===== config.mk =====
export PLATFORM = sky130hd
export DESIGN_NAME = draw_scheduler
export DESIGN_NICKNAME = d
export VERILOG_FILES = /design/src/rtl/draw_sched_pkg.sv /design/src/rtl/draw_mux.sv /design/src/rtl/draw_scheduler.sv
export SDC_FILE = /design/constraint.sdc
export NUM_CORES = 1
export LEC_CHECK = 0
export ABC_AREA = 1
export BUFFER_PORTS_ARGS = -buffer_cell sky130_fd_sc_hd__buf_4
export CAP_MARGIN = 20
export CORE_MARGIN = 2
export CORE_UTILIZATION = 38
export CTS_CLUSTER_DIAMETER = 40
export DETAILED_ROUTE_END_ITERATION = 12
export MAX_ROUTING_LAYER = met4
export PLACE_DENSITY = 0.88
export SLEW_MARGIN = 20
export SYNTH_ARGS = -nofsm -noshare
export SYNTH_HDL_FRONTEND = slang
export SYNTH_SLANG_ARGS = --single-unit

===== constraint.sdc =====
create_clock -name clk -period 1.7 [get_ports clk]
set_input_delay 0.17 -clock clk [delete_from_list [all_inputs] [get_ports clk]]
set_output_delay 0.17 -clock clk [all_outputs]
set_load 0.01 [all_outputs]

===== src/rtl/draw_sched_pkg.sv =====
// Shared types and constants for the draw scheduler.
// Latency: n/a (declarations only).
// Backpressure: n/a.
// Contents: scheduler state enum, client index constants, default erase colour.
package draw_sched_pkg;

  typedef enum logic [1:0] {
    ST_IDLE  = 2'd0,
    ST_ERASE = 2'd1,
    ST_MOVE  = 2'd2,
    ST_DRAW  = 2'd3
  } state_t;

  // Client slot order within a pass: platform first, bricks last.
  localparam int CL_PLAT  = 0;
  localparam int CL_BALL  = 1;
  localparam int CL_BRICK = 2;

  localparam logic [2:0] DEF_ERASE_COLOUR = 3'b000;

endpackage


===== src/rtl/draw_mux.sv =====
// Selects the active client's pixel onto the shared VGA write port.
// Latency: purely combinational, zero cycles.
// Backpressure: none; the port is all-zero when no slot is active.
// Ports: slot/active/erase select the source; cl_* are the packed client
//        buses; x/y/colour/wren form the write port.
module draw_mux
  import draw_sched_pkg::*;
#(
  parameter int         NUM_CL       = CL_BRICK + 1,
  parameter logic [2:0] ERASE_COLOUR = DEF_ERASE_COLOUR
) (
  input  logic [1:0]          slot,
  input  logic                active,
  input  logic                erase,
  input  logic [10*NUM_CL-1:0] cl_x,
  input  logic [10*NUM_CL-1:0] cl_y,
  input  logic [3*NUM_CL-1:0]  cl_colour,
  input  logic [NUM_CL-1:0]    cl_wren,
  output logic [9:0]           x,
  output logic [9:0]           y,
  output logic [2:0]           colour,
  output logic                 wren
);

  always_comb begin
    x      = '0;
    y      = '0;
    colour = '0;
    wren   = 1'b0;
    if (active) begin
      for (int i = 0; i < NUM_CL; i++) begin
        if (slot == 2'(i)) begin
          x      = cl_x[10*i +: 10];
          y      = cl_y[10*i +: 10];
          // Erase passes repaint the client's pixels in the background colour.
          colour = erase ? ERASE_COLOUR : cl_colour[3*i +: 3];
          wren   = cl_wren[i];
        end
      end
    end
  end

endmodule


===== src/rtl/draw_scheduler.sv =====
// Frame sequencer: erase every client, one move cycle, then redraw every client.
// Latency: frame_tick -> first cl_draw pulse one cycle later; write port follows the
//          selected client with zero latency.
// Backpressure: each slot waits for its client's cl_done; ticks while busy are
//          dropped and flagged on overrun. Optional per-slot watchdog is compiled in
//          with DRAW_SCHED_TIMEOUT_EN (otherwise timeout_err is tied low).
// Ports: clk/reset; frame_tick, clr_flags; packed client buses cl_x/cl_y/cl_colour/
//        cl_wren/cl_done; cl_draw and move_en strobes; x/y/colour/writeEn write port;
//        busy/frame_done status; sticky overrun/timeout_err.
module draw_scheduler
  import draw_sched_pkg::*;
#(
  parameter int         NUM_CL       = CL_BRICK + 1,
  parameter logic [2:0] ERASE_COLOUR = DEF_ERASE_COLOUR,
  parameter int         TIMEOUT      = 2047
) (
  input  logic                 clk,
  input  logic                 reset,
  input  logic                 frame_tick,
  input  logic                 clr_flags,
  input  logic [10*NUM_CL-1:0] cl_x,
  input  logic [10*NUM_CL-1:0] cl_y,
  input  logic [3*NUM_CL-1:0]  cl_colour,
  input  logic [NUM_CL-1:0]    cl_wren,
  input  logic [NUM_CL-1:0]    cl_done,
  output logic [NUM_CL-1:0]    cl_draw,
  output logic                 move_en,
  output logic [9:0]           x,
  output logic [9:0]           y,
  output logic [2:0]           colour,
  output logic                 writeEn,
  output logic                 busy,
  output logic                 frame_done,
  output logic                 overrun,
  output logic                 timeout_err
);

  localparam logic [1:0] FIRST_SLOT = 2'(CL_PLAT);
  localparam logic [1:0] LAST_SLOT  = 2'(NUM_CL - 1);

  state_t              state_q, state_d;
  logic [1:0]          slot_q, slot_d;
  logic                enter;      // a new slot starts on the coming edge
  logic                fdone_d;
  logic [NUM_CL-1:0]   draw_q;
  logic                fdone_q;
  logic                overrun_q;
  logic                in_slot;
  logic                sel_done;
  logic                to_hit;
  logic                advance;

  assign in_slot = (state_q == ST_ERASE) || (state_q == ST_DRAW);

  // Only the selected client's done counts; others are ignored.
  always_comb begin
    sel_done = 1'b0;
    for (int i = 0; i < NUM_CL; i++) begin
      if (slot_q == 2'(i)) sel_done = cl_done[i];
    end
  end

  assign advance = in_slot && (sel_done || to_hit);

  always_comb begin
    state_d = state_q;
    slot_d  = slot_q;
    enter   = 1'b0;
    fdone_d = 1'b0;
    case (state_q)
      ST_IDLE: begin
        if (frame_tick) begin
          state_d = ST_ERASE;
          slot_d  = FIRST_SLOT;
          enter   = 1'b1;
        end
      end
      ST_ERASE, ST_DRAW: begin
        if (advance) begin
          if (slot_q == LAST_SLOT) begin
            slot_d = FIRST_SLOT;
            if (state_q == ST_ERASE) begin
              state_d = ST_MOVE;
            end else begin
              state_d = ST_IDLE;
              fdone_d = 1'b1;
            end
          end else begin
            slot_d = slot_q + 2'd1;
            enter  = 1'b1;
          end
        end
      end
      ST_MOVE: begin
        state_d = ST_DRAW;
        slot_d  = FIRST_SLOT;
        enter   = 1'b1;
      end
      default: begin
        state_d = ST_IDLE;
        slot_d  = FIRST_SLOT;
      end
    endcase
  end

  always_ff @(posedge clk or posedge reset) begin
    if (reset) begin
      state_q   <= ST_IDLE;
      slot_q    <= FIRST_SLOT;
      draw_q    <= '0;
      fdone_q   <= 1'b0;
      overrun_q <= 1'b0;
    end else begin
      state_q <= state_d;
      slot_q  <= slot_d;
      // Start strobe lands in the first cycle of the slot being entered.
      draw_q  <= enter ? (NUM_CL'(1) << slot_d) : '0;
      fdone_q <= fdone_d;
      // A tick arriving while busy is dropped; setting beats clearing.
      if (frame_tick && (state_q != ST_IDLE)) overrun_q <= 1'b1;
      else if (clr_flags)                     overrun_q <= 1'b0;
    end
  end

`ifdef DRAW_SCHED_TIMEOUT_EN
  localparam logic [11:0] TO_LAST = 12'(TIMEOUT - 1);

  logic [11:0] to_cnt_q;
  logic        timeout_q;

  // Counter reads 0 in a slot's first cycle, so TO_LAST marks its TIMEOUT-th cycle.
  assign to_hit = in_slot && !sel_done && (to_cnt_q == TO_LAST);

  always_ff @(posedge clk or posedge reset) begin
    if (reset) begin
      to_cnt_q  <= '0;
      timeout_q <= 1'b0;
    end else begin
      if (enter)        to_cnt_q <= '0;
      else if (in_slot) to_cnt_q <= to_cnt_q + 12'd1;
      if (to_hit)         timeout_q <= 1'b1;
      else if (clr_flags) timeout_q <= 1'b0;
    end
  end

  assign timeout_err = timeout_q;
`else
  assign to_hit      = 1'b0;
  assign timeout_err = 1'b0;
`endif

  assign cl_draw    = draw_q;
  assign move_en    = (state_q == ST_MOVE);
  assign busy       = (state_q != ST_IDLE);
  assign frame_done = fdone_q;
  assign overrun    = overrun_q;

  draw_mux #(
    .NUM_CL       (NUM_CL),
    .ERASE_COLOUR (ERASE_COLOUR)
  ) u_mux (
    .slot      (slot_q),
    .active    (in_slot),
    .erase     (state_q == ST_ERASE),
    .cl_x      (cl_x),
    .cl_y      (cl_y),
    .cl_colour (cl_colour),
    .cl_wren   (cl_wren),
    .x         (x),
    .y         (y),
    .colour    (colour),
    .wren      (writeEn)
  );

endmodule

Yosys cells after proc, flatten, opt, wreduce, memory -nomap -nowiden
Index checks and enable logic that the tools add are counted.
Storage, ports and cells
  output and inout bits: 32
  word-level logic and storage cells: 66
  input port bits: 79
  bits in registers: 9
Operators by class
  reductions and logical operators: 9
  shifts and indexed selects: 1
  eq/ne operators: 8
  add/subtract/negate cells: 1
  muxes and demuxes: 42
Operators with widths (number)
  $mux W10: 8
  $mux W3: 8
  $mux W1: 16
  $mux W2: 7
  $pmux W2 S3: 2
  $eq A2 B2 Y1 const B: 3
  $ne A2 B2 Y1 const B: 3
  $eq A2 B1 Y1 const B: 2
  $logic_not A2 Y1: 2
  $reduce_bool A2 Y1: 2
  $pmux W1 S3: 1
  $reduce_and A3 Y1: 1
  $shl A1 B2 Y3 const A: 1
  $add A2 B1 Y2 const B: 1
  $logic_and A1 B1 Y1: 2
  $reduce_or A2 Y1: 1
  $logic_or A1 B1 Y1: 1

Longest topological paths before layout
Gate-level depths: netlist of run 1.
  depth after elaboration: 9
  depth in mapped cells: 10
  gate-level depth less buffers: 10

By module
From an unflattened synthesis of run 1, not the netlist that was laid out.
Unflattened totals
  cell total of the unflattened synthesis: 233
  area total of the unflattened synthesis: 1280.0 um^2
Modules (own cells, without submodules)
  draw_mux: area an instance 733.2 um^2, instances 1, seq. area each 0.0 um^2, cells each 161
  draw_scheduler: area an instance 546.8 um^2, instances 1, seq. area each 225.2 um^2, cells each 72

Worst setup path before layout of run 1
No wires, ideal clock.
  path type: reg-to-output
  start point: reg state_q[1]
  end point: out writeEn
  path slack: 0.256 ns
  path buffers: 1
  stages on the path, launching flop included: 8
  data required time: 1.530 ns
  data arrival time: 1.274 ns
  path through: dfrtp_1 inv_1 ha_1 nor2_1 inv_2 clkbuf_1 nand2_1 inv_1
On the way
  cells in the longest elaborated chain, start to end: 3
  elaborated cells between the ends (all ways): 4
  those cells by class: eq/ne: 2; mux: 1; reduce/logical: 1
RTL lines
  start, declared: RTL line draw_scheduler.sv:41  | state_t state_q, state_d;
  start signal, assigned: RTL line draw_scheduler.sv:114  | state_q <= state_d;
  $eq A2 B1 Y1 / $eq A2 B2 Y1 (equally long branches): RTL line draw_scheduler.sv:53  | assign in_slot = (state_q == ST_ERASE) || (state_q == ST_DRAW);
  $logic_or A1 B1 Y1 (*): RTL line draw_scheduler.sv:53
  $mux W1 (*): RTL line draw_mux.sv:30  | if (active) begin
  end, declared: RTL line draw_scheduler.sv:31  | output logic writeEn,
Mark *: on every way between the ends. The rest lies on a longest branch, timed or not.

Worst setup path after layout of run 1
  start point: reg slot_q[1]
  end point: out y[5]
On the way
  cells in the longest elaborated chain, start to end: 5
  elaborated cells between the ends (all ways): 7
  those cells by class: eq/ne: 2; mux: 4; reduce/logical: 1
RTL lines
  start, declared: RTL line draw_scheduler.sv:42  | logic [1:0] slot_q, slot_d;
  start signal, assigned: RTL line draw_scheduler.sv:115  | slot_q <= slot_d;
  $logic_not A2 Y1: RTL line draw_mux.sv:32  | if (slot == 2'(i)) begin
  $mux W10 (2 in series): RTL line draw_mux.sv:32
  $mux W10 (*): RTL line draw_mux.sv:32
  $mux W10 (*): RTL line draw_mux.sv:30
  end, declared: RTL line draw_scheduler.sv:29  | output logic [9:0] y,
Marks and branches as above.

==> results of run 1 <==
==> worst max path at each step <==
stage	start	end	slack, ns
final	slot_q[1]	y[5]	0.02
after detailed placement	state_q[1]	cl_draw[2]	0.003
after global routing	slot_q[1]	y[5]	-0.06
after floorplan	state_q[1]	writeEn	0.26
after global placement	state_q[1]	cl_draw[0]	0.06
after CTS	slot_q[1]	x[0]	0.0003
==> through the flow <==
stage / power [uW] / hold WS (ns) / std cells / util, % / setup slack (ns)
CTS: 3334 / 0.08860 / 386 / 72.13 / 0.0002601
floorplan: 1901 / -0.002082 / 228 / - / 0.2559
detailed placement: 2934 / 0.1599 / 379 / 68.73 / 0.003224
global placement: 2901 / 0.1491 / 379 / 68.73 / 0.06215
finish: 3590 / 0.09150 / 392 / 75.25 / 0.01597
global route: 3852 / 0.09014 / 392 / 75.25 / -0.06068
==> flip-flops by register name, summed over array words and instances (netlist names) <==
signal	cells
state_q	2
frame_done	1
slot_q	2
overrun	1
cl_draw	3
==> cells in the final DEF (no fill, tap or decap) <==
| master | count |
|---|---|
| buf_4 | 121 |
| nand2_1 | 85 |
| nand3_1 | 58 |
| inv_1 | 30 |
| nor2_1 | 5 |
| dfrtp_1 | 5 |
| nor2_4 | 4 |
| buf_6 | 4 |
| dfrtp_2 | 4 |
| inv_2 | 3 |
| o21ai_0 | 3 |
| a21oi_1 | 3 |
| nand3_2 | 3 |
| clkbuf_4 | 3 |
| o21ai_1 | 2 |
| nand2_2 | 2 |
| ha_4 | 2 |
| bufinv_8 | 1 |
| clkinv_4 | 1 |
| nor3_1 | 1 |
| o22ai_1 | 1 |
| ha_2 | 1 |
| ha_1 | 1 |
| conb_1 | 1 |
| clkbuf_1 | 1 |
| inv_6 | 1 |
| dlygate4sd3_1 | 1 |
| buf_8 | 1 |
==> layout make-up <==
type / count / area share (%)
repair buffers: 127 / 42.59
multi-input cells: 172 / 36.93
flip-flops and latches: 9 / 10.02
well taps: 44 / 2.397
clock buffers: 4 / 1.144
inverters: 35 / 6.536
repair inverters: 1 / 0.3813
==> power by group <==
| group | leakage [uW] | total [uW] | internal (uW) | switching (uW) |
|---|---|---|---|---|
| Clock | 0.0000150 | 172 | 90.6 | 81.4 |
| Combinational | 0.00127 | 3020 | 1380 | 1650 |
| Sequential | 0.000112 | 397 | 297 | 100 |
| Total | 0.00140 | 3590 | 1760 | 1830 |
==> kinds of logic after synthesis <==
logic type	Yosys count	synth area share [%]
compound gates	9	3.814
fa+ha+maj	4	4.124
buf+inv	47	16.08
flops	9	18.56
other cells	1	0.3090
simple gates	158	57.11
==> critical path, delay by kind of cell (launching register included) <==
kind	cells	cell delay (ns)
buffers and inverters	3	0.36
and+or+nand+nor	4	0.43
DFF	1	0.47
==> repair_timing <==
action | CTS | global route
setup endpoints to repair | 24 | 28
gates cloned | 1 | 0
pin swaps | 1 | 3
buffers inserted | 1 | 6
gates resized for setup | 13 | 17
hold buffers | 1 | 0
hold endpoints to repair | 9 | 0
==> routing by layer <==
layer	GRT usage [%]	up-vias	routed length, um	part of all wire (%)
met1	30.04	873	1966	38
li1	-	951	-	-
met2	41.30	104	2654	51
met5	-	-	0	0
met3	5.544	21	408	7.9
met4	7.453	0	131	2.5
==> out/qor.csv, run 1 <==
stage,metric,value,unit
floorplan,pin_count,111,
worst_setup_path,reg2reg_from,slot_q[0],
logic_synthesis,ys_seq_area_share,18.56,%
sta,tns,0,ns
grt,grt.total_usage,24.82,%
detailed_routing,ant_nets,0,
worst_hold_path,hold_class,primary input to register,
sta,min_period,1.684,ns
logic_synthesis,avgSynthCellArea,5.323,um^2
final_layout,drive_above_1_share,43.39,%
detailed_routing,vias_per_cell,4.972,
detailed_routing,drc,0,
sta,hold_viol_final,0,
logic_synthesis,synth.most_common_cell,nand2_1,
logic_synthesis,ys.flop_type,dfrtp_1,
clock_network,clockBufferDepth,2,
grt,antenna_found_initial,0,
sta,setup_viol,0,
clock_network,clkLatencyLatePin,0.27,ns
sta,fmax,0.5938,GHz
floorplan,start_util,39.75,%
placement,place_congestion,0.9250,
sta,clock_skew,0.01343,ns
detailed_routing,first_pass_iters,4,
final_layout,nNetsFinal,432,
worst_setup_path,cpPeakStageDelay,0.47,ns
detailed_routing,drt_iter0_drc,113,
logic_synthesis,synth_cell_type_count,20,
clock_network,cts_sinks,9,
grt,grt_pass1_wl,6.782,mm
worst_setup_path,cp.required,1.53,ns
floorplan,die_w,60.52,um
placement,dpl-instance-area,2098,um^2
logic_synthesis,synth-edff-count,0,
clock_network,clkTransAtPathRegs,0.06,ns
worst_setup_path,arrival,1.51,ns
worst_setup_path,end_kind,output pin,
detailed_routing,post_drt_wl_per_cell,13.17,um
worst_setup_path,cpMaxStageDelayCell,dfrtp_2,
worst_hold_path,whs_path_depth,2,
worst_setup_path,r2r_slack,0.06,ns
final_layout,stdcell_area,2297,um^2
floorplan,num_rows,20,
detailed_routing,drt_wl_total,5.161,mm
grt,grt_max_degree,15,
sta,period_share,99.06,%
logic_synthesis,syn_inst,228,
final_layout,diodes,0,
final_layout,multiInputGateArea,848.3,um^2
worst_hold_path,holdPathEnd,overrun,
worst_setup_path,r2r_cells,9,
final_layout,fillerInstances,244,
floorplan,dieArea,3662,um^2
worst_setup_path,critPathKind,register to output pin,
worst_setup_path,path_max_fanout,9,
logic_synthesis,synth_largest_area_cell,nand2_1,
worst_setup_path,startpoint_type,register,
grt,grt_overflow,0,
floorplan,core,3053,um^2
placement,dp_hpwl,3.530,mm
power_and_ir_drop,ir_worst_vdd,0.6729,mV
floorplan,die_y,60.52,um
logic_synthesis,yosys.area.top_type_share,26.60,%
worst_setup_path,path_cells,"nor2_4, buf_4, nand2_1, nand3_1, nand2_1, inv_1, buf_4",
sta,grt_setup_unrepaired,true,
final_layout,regArea,230.2,um^2
logic_synthesis,syn_nets,311,
logic_synthesis,synth_area,1214,um^2
logic_synthesis,async_flop_share,100.0,%
clock_network,h-tree-depth,1,
worst_hold_path,holdCritStartpoint,clr_flags,
final_layout,syn_to_final_growth,89.28,%
placement,port_buffers,109,
grt,grt_pass1_vias,1532,
sta,slew_viol_final,0,
clock_network,cts_tree,built,
logic_synthesis,synth_common_cells,"nand2_1 (86), nand3_1 (59), inv_1 (33), dfrtp_1 (9), nor2_1 (7)",
clock_network,cts_buffers,3,
worst_setup_path,r2r_end,cl_draw[0],
clock_network,cts_root_buffer,clkbuf_4,
logic_synthesis,synthTopCellsByArea,"nand2_1 (27%), nand3_1 (24%), dfrtp_1 (19%), inv_1 (10%), ha_1 (4.1%)",
logic_synthesis,yosys_warnings,0,
flow_run,cap_violations,0,
logic_synthesis,ys_ff_latch,9,
run_status,run_status,"complete, no violations",
detailed_routing,vias,1949,
power_and_ir_drop,p_per_area,1563,nW/um^2
power_and_ir_drop,p_leak,0.001400,uW
(Power assumes the default switching activity.)
==> run 2, diff against run 1 <==
- RECOVER_POWER: not set -> 50
==> run 2 against run 1 <==
Effect of this change:
- non-clock buffer count unchanged
- setup slack got worse by 0.0066 ns
- core utilization decreased by 0.49 points
- power decreased by 0.54%
- die area unchanged
==> out/qor.csv, run 2 (synthesis results as in run 1) <==
stage,metric,value,unit,change
run_status,run_status,"complete, no violations",,
floorplan,die_y,60.52,um,unchanged
sta,clock_skew,0.01192,ns,-0.001508 ns
placement,place_congestion,0.9250,,unchanged
sta,period_share,99.45,%,+0.39 points
worst_setup_path,cp_top_family,flip-flops,,
final_layout,final_common_cell,buf_4,,
worst_setup_path,startpoint_type,register,,
detailed_routing,ant_nets,0,,unchanged
detailed_routing,drt_iter0_drc,128,,+13%
final_layout,layoutNonFillerInstCount,392,,unchanged
final_layout,stdcell_area,2282,um^2,-0.65%
placement,pre_cts_slack,0.003224,ns,unchanged
grt,grt_pass1_wl,6.782,mm,unchanged
final_layout,diodes,0,,unchanged
sta,slew_viol_final,0,,unchanged
worst_setup_path,path_cells,"nor2_4, buf_4, nand2_1, nand3_1, nand2_1, inv_1, buf_4",,
final_layout,nNetsFinal,432,,unchanged
worst_setup_path,end_kind,output pin,,
power_and_ir_drop,ir_worst_vdd,0.6648,mV,-1.2%
placement,dpl-instance-area,2098,um^2,unchanged
floorplan,start_util,39.75,%,unchanged
worst_setup_path,arrival,1.52,ns,about the same
final_layout,drive_above_1_share,42.24,%,-1.1 points
sta,grt_setup_unrepaired,true,,
clock_network,cts_root_buffer,clkbuf_4,,
detailed_routing,vias,1946,,-0.15%
grt,grt_overflow,0,,unchanged
clock_network,clockBufferDepth,2,,unchanged
placement,dp_hpwl,3.530,mm,unchanged
worst_setup_path,cp.required,1.53,ns,about the same
sta,fmax,0.5915,GHz,-0.39%
floorplan,num_rows,20,,unchanged
detailed_routing,vias_per_cell,4.964,,-0.15%
clock_network,cts_buffers,3,,unchanged
sta,min_period,1.691,ns,+0.006592 ns
detailed_routing,post_drt_wl_per_cell,13.20,um,+0.25%
placement,port_buffers,109,,unchanged
clock_network,cts_tree,built,,
floorplan,dieArea,3662,um^2,unchanged
placement,dp_cells,379,,unchanged
grt,grt_max_degree,15,,unchanged
final_layout,largest_register_ffs,3,,unchanged
sta,setup_slack,0.009374,ns,-0.006592 ns
floorplan,pin_count,111,,unchanged
grt,antenna_found_initial,0,,unchanged
detailed_routing,drc,0,,unchanged
detailed_routing,first_pass_iters,4,,unchanged
clock_network,cts_sinks,9,,unchanged
floorplan,die_w,60.52,um,unchanged
worst_hold_path,hold_class,primary input to register,,
clock_network,h-tree-depth,1,,unchanged
clock_network,clkLatencyLatePin,0.27,ns,about the same
worst_setup_path,critPathKind,register to output pin,,
sta,setup_viol,0,,unchanged
flow_run,cap_violations,0,,unchanged
final_layout,syn_to_final_growth,88.04,%,
grt,grt_pass1_vias,1532,,unchanged
grt,grt.total_usage,24.82,%,unchanged
final_layout,final_cell_mix,"buf_4 (116), nand2_1 (85), nand3_1 (58)",,
detailed_routing,drt_wl_total,5.174,mm,+0.25%
worst_setup_path,worst-path-buf-inv,3,,unchanged
power_and_ir_drop,p_leak,0.001383,uW,-1.2%
worst_setup_path,cpPeakStageDelay,0.47,ns,about the same
worst_setup_path,cpMaxStageDelayCell,dfrtp_2,,
sta,tns,0,ns,unchanged
power_and_ir_drop,p_per_area,1565,nW/um^2,+0.11%
sta,hold_viol_final,0,,unchanged
clock_network,clkTransAtPathRegs,0.06,ns,about the same
floorplan,core,3053,um^2,unchanged
worst_setup_path,path_max_fanout,9,,unchanged
final_layout,fillerInstances,246,,+0.82%
## run 2: path summary, 6_finish.rpt
| path | slack, ns | start | depth (start not counted) | end |
|---|---|---|---|---|
| max in group asynchronous | 0.98 | reset | 3 | state_q[0] |
| min in group asynchronous | 0.43 | reset | 3 | cl_draw[2] |
| worst max register to register | 0.06 | slot_q[0] | 9 | cl_draw[0] |
| worst max-delay path | 0.009 | slot_q[1] | 7 | y[5] |
| worst min-delay path | 0.09 | clr_flags | 2 | overrun |
| worst min register to register | 0.53 | overrun | 2 | overrun |
## run 2: worst register-to-register path: cells and delay by family, from the launching register on
family / cells / cell delay [ns]
AND/OR/NAND/NOR: 7 / 0.80
flip-flops: 1 / 0.47
buffers and inverters: 2 / 0.27
## run 2: what timing repair did
| item | 4_1_cts | 5_1_grt |
|---|---|---|
| pin swaps | 1 | 3 |
| hold endpoints to repair | 9 | 0 |
| setup endpoints to repair | 24 | 28 |
| hold buffers | 1 | 0 |
| resized for setup | 13 | 17 |
| buffers inserted | 1 | 6 |
| cloned | 1 | 0 |
## run 2: per-stage QoR
stage,utilization (%),hold WS [ns],power [uW]
6_report,74.75,0.08839,3571
3_3_place_gp,68.73,0.1491,2901
4_1_cts,72.13,0.08860,3334
5_1_grt,74.75,0.09014,3833
3_5_place_dp,68.73,0.1599,2934
2_1_floorplan,-,-0.002082,1901
## run 2: final cells by class
class / count / area, um^2 / area share, %
timing repair inverter: 1 / 8.758 / 0.3838
tap: 44 / 55.05 / 2.412
inverter: 35 / 150.1 / 6.579
timing repair buffer: 127 / 963.4 / 42.21
sequential: 9 / 230.2 / 10.09
multi-input combinational: 172 / 848.3 / 37.17
clock buffer: 4 / 26.28 / 1.151
## run 2: power breakdown
| part | internal [uW] | switching, uW | total, uW |
|---|---|---|---|
| clock | 90.7 | 81.5 | 172 |
| combinational | 1360 | 1640 | 3000 |
| sequential | 297 | 101 | 398 |
## run 2: metal layers
metal  wire length, um  vias to the layer above  global-route usage (%)
li1                  -                      950                       -
met1              2006                      881                   30.04
met2              2645                       95                   41.30
met3               379                       20                   5.544
met4               142                        0                   7.453
met5                 0                        -                       -
==> run 3, diff against run 2 <==
- SETUP_SLACK_MARGIN: not set -> 0.4
==> run 3 against run 2 <==
Effect of this change:
- the run now ends with setup timing left
- highest routed layer unchanged
- clock power about the same
- critical path type unchanged
- count of clock-buffer cells in the layout unchanged
- largest cell class unchanged
- setup slack got worse by 0.015 ns
- combinational power increased by 13%
- first-iteration DRC count increased by 23%
- sequential share of layout area decreased by 0.74 points
- die area unchanged
==> out/qor.csv, run 3 (synthesis results as in run 1) <==
stage,metric,value,unit,change
clock_network,cts_root_buffer,clkbuf_4,,
power_and_ir_drop,p_comb_share,85.6,%,+1.6 points
power_and_ir_drop,p_int,1918,uW,+9.8%
final_layout,syn_to_final_growth,101.8,%,
run_status,run_status,"finished, violations left",,
flow_run,cap_violations,0,,unchanged
worst_setup_path,startpoint_type,register,,
detailed_routing,post_drt_wl_per_cell,14.04,um,+6.4%
clock_network,clockBufferDepth,2,,unchanged
detailed_routing,first_pass_iters,4,,unchanged
grt,antenna_found_initial,0,,unchanged
sta,min_period,1.705,ns,+0.01466 ns
floorplan,core,3053,um^2,unchanged
worst_setup_path,cpPeakStageDelay,0.44,ns,-0.03 ns
sta,period_share,100.3,%,+0.86 points
grt,grt_pass1_wl,7.376,mm,+8.8%
sta,setup_slack,-0.005288,ns,-0.01466 ns
detailed_routing,ant_nets,0,,unchanged
worst_hold_path,hold_class,primary input to register,,
clock_network,clkLatencyLatePin,0.27,ns,about the same
detailed_routing,drc,0,,unchanged
placement,place_congestion,0.8787,,-5.0%
clock_network,cts_sinks,9,,unchanged
final_layout,layoutNonFillerInstCount,392,,unchanged
clock_network,clkTransAtPathRegs,0.06,ns,about the same
floorplan,die_y,60.52,um,unchanged
power_and_ir_drop,power.switching,2029,uW,+11%
grt,grt_pass1_vias,1695,,+11%
worst_setup_path,path_max_fanout,18,,+9
floorplan,start_util,39.75,%,unchanged
placement,dp_cells,376,,-0.79%
floorplan,pin_count,111,,unchanged
sta,clock_skew,0.002406,ns,-0.009516 ns
worst_setup_path,cpMaxStageDelayCell,dfrtp_1,,
grt,grt.total_usage,27.22,%,+2.4 points
detailed_routing,vias,1944,,-0.10%
worst_setup_path,arrival,1.54,ns,+0.02 ns
sta,setup_viol,1,,+1
detailed_routing,drt_iter0_drc,157,,+23%
sta,hold_viol_final,0,,unchanged
floorplan,dieArea,3662,um^2,unchanged
power_and_ir_drop,ir_worst_vdd,1.121,mV,+69%
power_and_ir_drop,p_sw_share,51.41,%,+0.31 points
placement,dp_hpwl,3.583,mm,+1.5%
power_and_ir_drop,seq_power_share,10.1,%,-1.0 points
worst_setup_path,r2r_slack,0.07,ns,about the same
detailed_routing,vias_per_cell,4.959,,-0.10%
floorplan,num_rows,20,,unchanged
sta,tns,-0.005288,ns,-0.005288 ns
power_and_ir_drop,p_per_area,1612,nW/um^2,+3.0%
worst_setup_path,cp.required,1.53,ns,about the same
clock_network,cts_tree,built,,
power_and_ir_drop,p_clk_share,4.4,%,-0.4 points
clock_network,cts_buffers,3,,unchanged
final_layout,nNetsFinal,432,,unchanged
placement,port_buffers,109,,unchanged
final_layout,largest_register_ffs,3,,unchanged
clock_network,h-tree-depth,1,,unchanged
grt,grt_max_degree,26,,+11
worst_setup_path,critPathKind,register to output pin,,
sta,slew_viol_final,0,,unchanged
worst_setup_path,end_kind,output pin,,
sta,grt_setup_unrepaired,true,,
sta,fmax,0.5864,GHz,-0.86%
power_and_ir_drop,p_leak,0.001405,uW,+1.6%
final_layout,final_cell_mix,"buf_4 (109), nand2_1 (79), nand3_1 (48)",,
grt,grt_overflow,0,,unchanged
detailed_routing,drt_wl_total,5.504,mm,+6.4%
worst_setup_path,path_cells,"inv_2, buf_4, nand3_1, nand3_1, nand2_1, inv_1, buf_4",,
final_layout,final_common_cell,buf_4,,
run_status,violations,setup timing,,
final_layout,drive_above_1_share,49.71,%,+7.5 points
floorplan,die_w,60.52,um,unchanged
final_layout,diodes,0,,unchanged
run 3: cell types whose count changed in the layout (fill, tap and decap cells not counted), sizes merged:
cell and change:
bufinv -1, clkinv -1, inv +1, buf +1
run 3: power groups by stage:
stage,clock [uW],sequential [uW],combinational [uW]
finish,172,397,3380
floorplan,0,359,1720
global placement,0,361,2630
detailed placement,0,365,2650
CTS,175,388,3080
global route,187,405,3670
run 3: path summary, 6_finish.rpt:
kind,from,depth (start not counted),to
worst max-delay path,slot_q[1],7,y[4]
worst min-delay path,clr_flags,2,overrun
worst max register to register,state_q[1],11,cl_draw[1]
worst min register to register,overrun,2,overrun
max in group asynchronous,reset,3,state_q[0]
min in group asynchronous,reset,3,cl_draw[2]
run 3: layout make-up:
class | instances | area [um^2]
repair buffers | 128 | 1022
multi-input cells | 172 | 972.2
fillers | 220 | 604.3
flip-flops and latches | 9 | 229.0
inverters | 35 | 143.9
well taps | 44 | 55.05
clock buffers | 4 | 26.28
run 3: timing repair:
action,4_1_cts,5_1_grt
pin swaps,12,9
gates resized for setup,33,25
buffers inserted,10,1
hold endpoints to repair,9,0
setup endpoints to repair,34,34
hold buffers,1,0
run 3: worst max-delay path, delay by kind of cell (launching register included):
| kind | cells | cell delay [ns] |
|---|---|---|
| buffers and inverters | 4 | 0.52 |
| and+or+nand+nor | 3 | 0.29 |
| DFF | 1 | 0.44 |
run 3: layer usage:
layer | track usage (%) | vias to the layer above | wire length (um)
met5 | - | - | 0
met3 | 3.838 | 19 | 416
met2 | 48.14 | 97 | 2936
met4 | 10.87 | 0 | 122
li1 | - | 952 | -
met1 | 30.84 | 876 | 2029
run 3: stage by stage:
step	setup WS, ns	cell area (um^2)	utilization [%]	total power [uW]	hold slack [ns]
after global placement	0.1005	2131	69.80	2987	0.1420
after CTS	0.05267	2372	77.70	3646	0.08725
after floorplan	0.3815	1277	-	2083	-0.002082
after global routing	-0.07096	2449	80.20	4267	0.07747
after detailed placement	0.05220	2131	69.80	3018	0.1452
final	-0.005288	2449	80.20	3947	0.09077
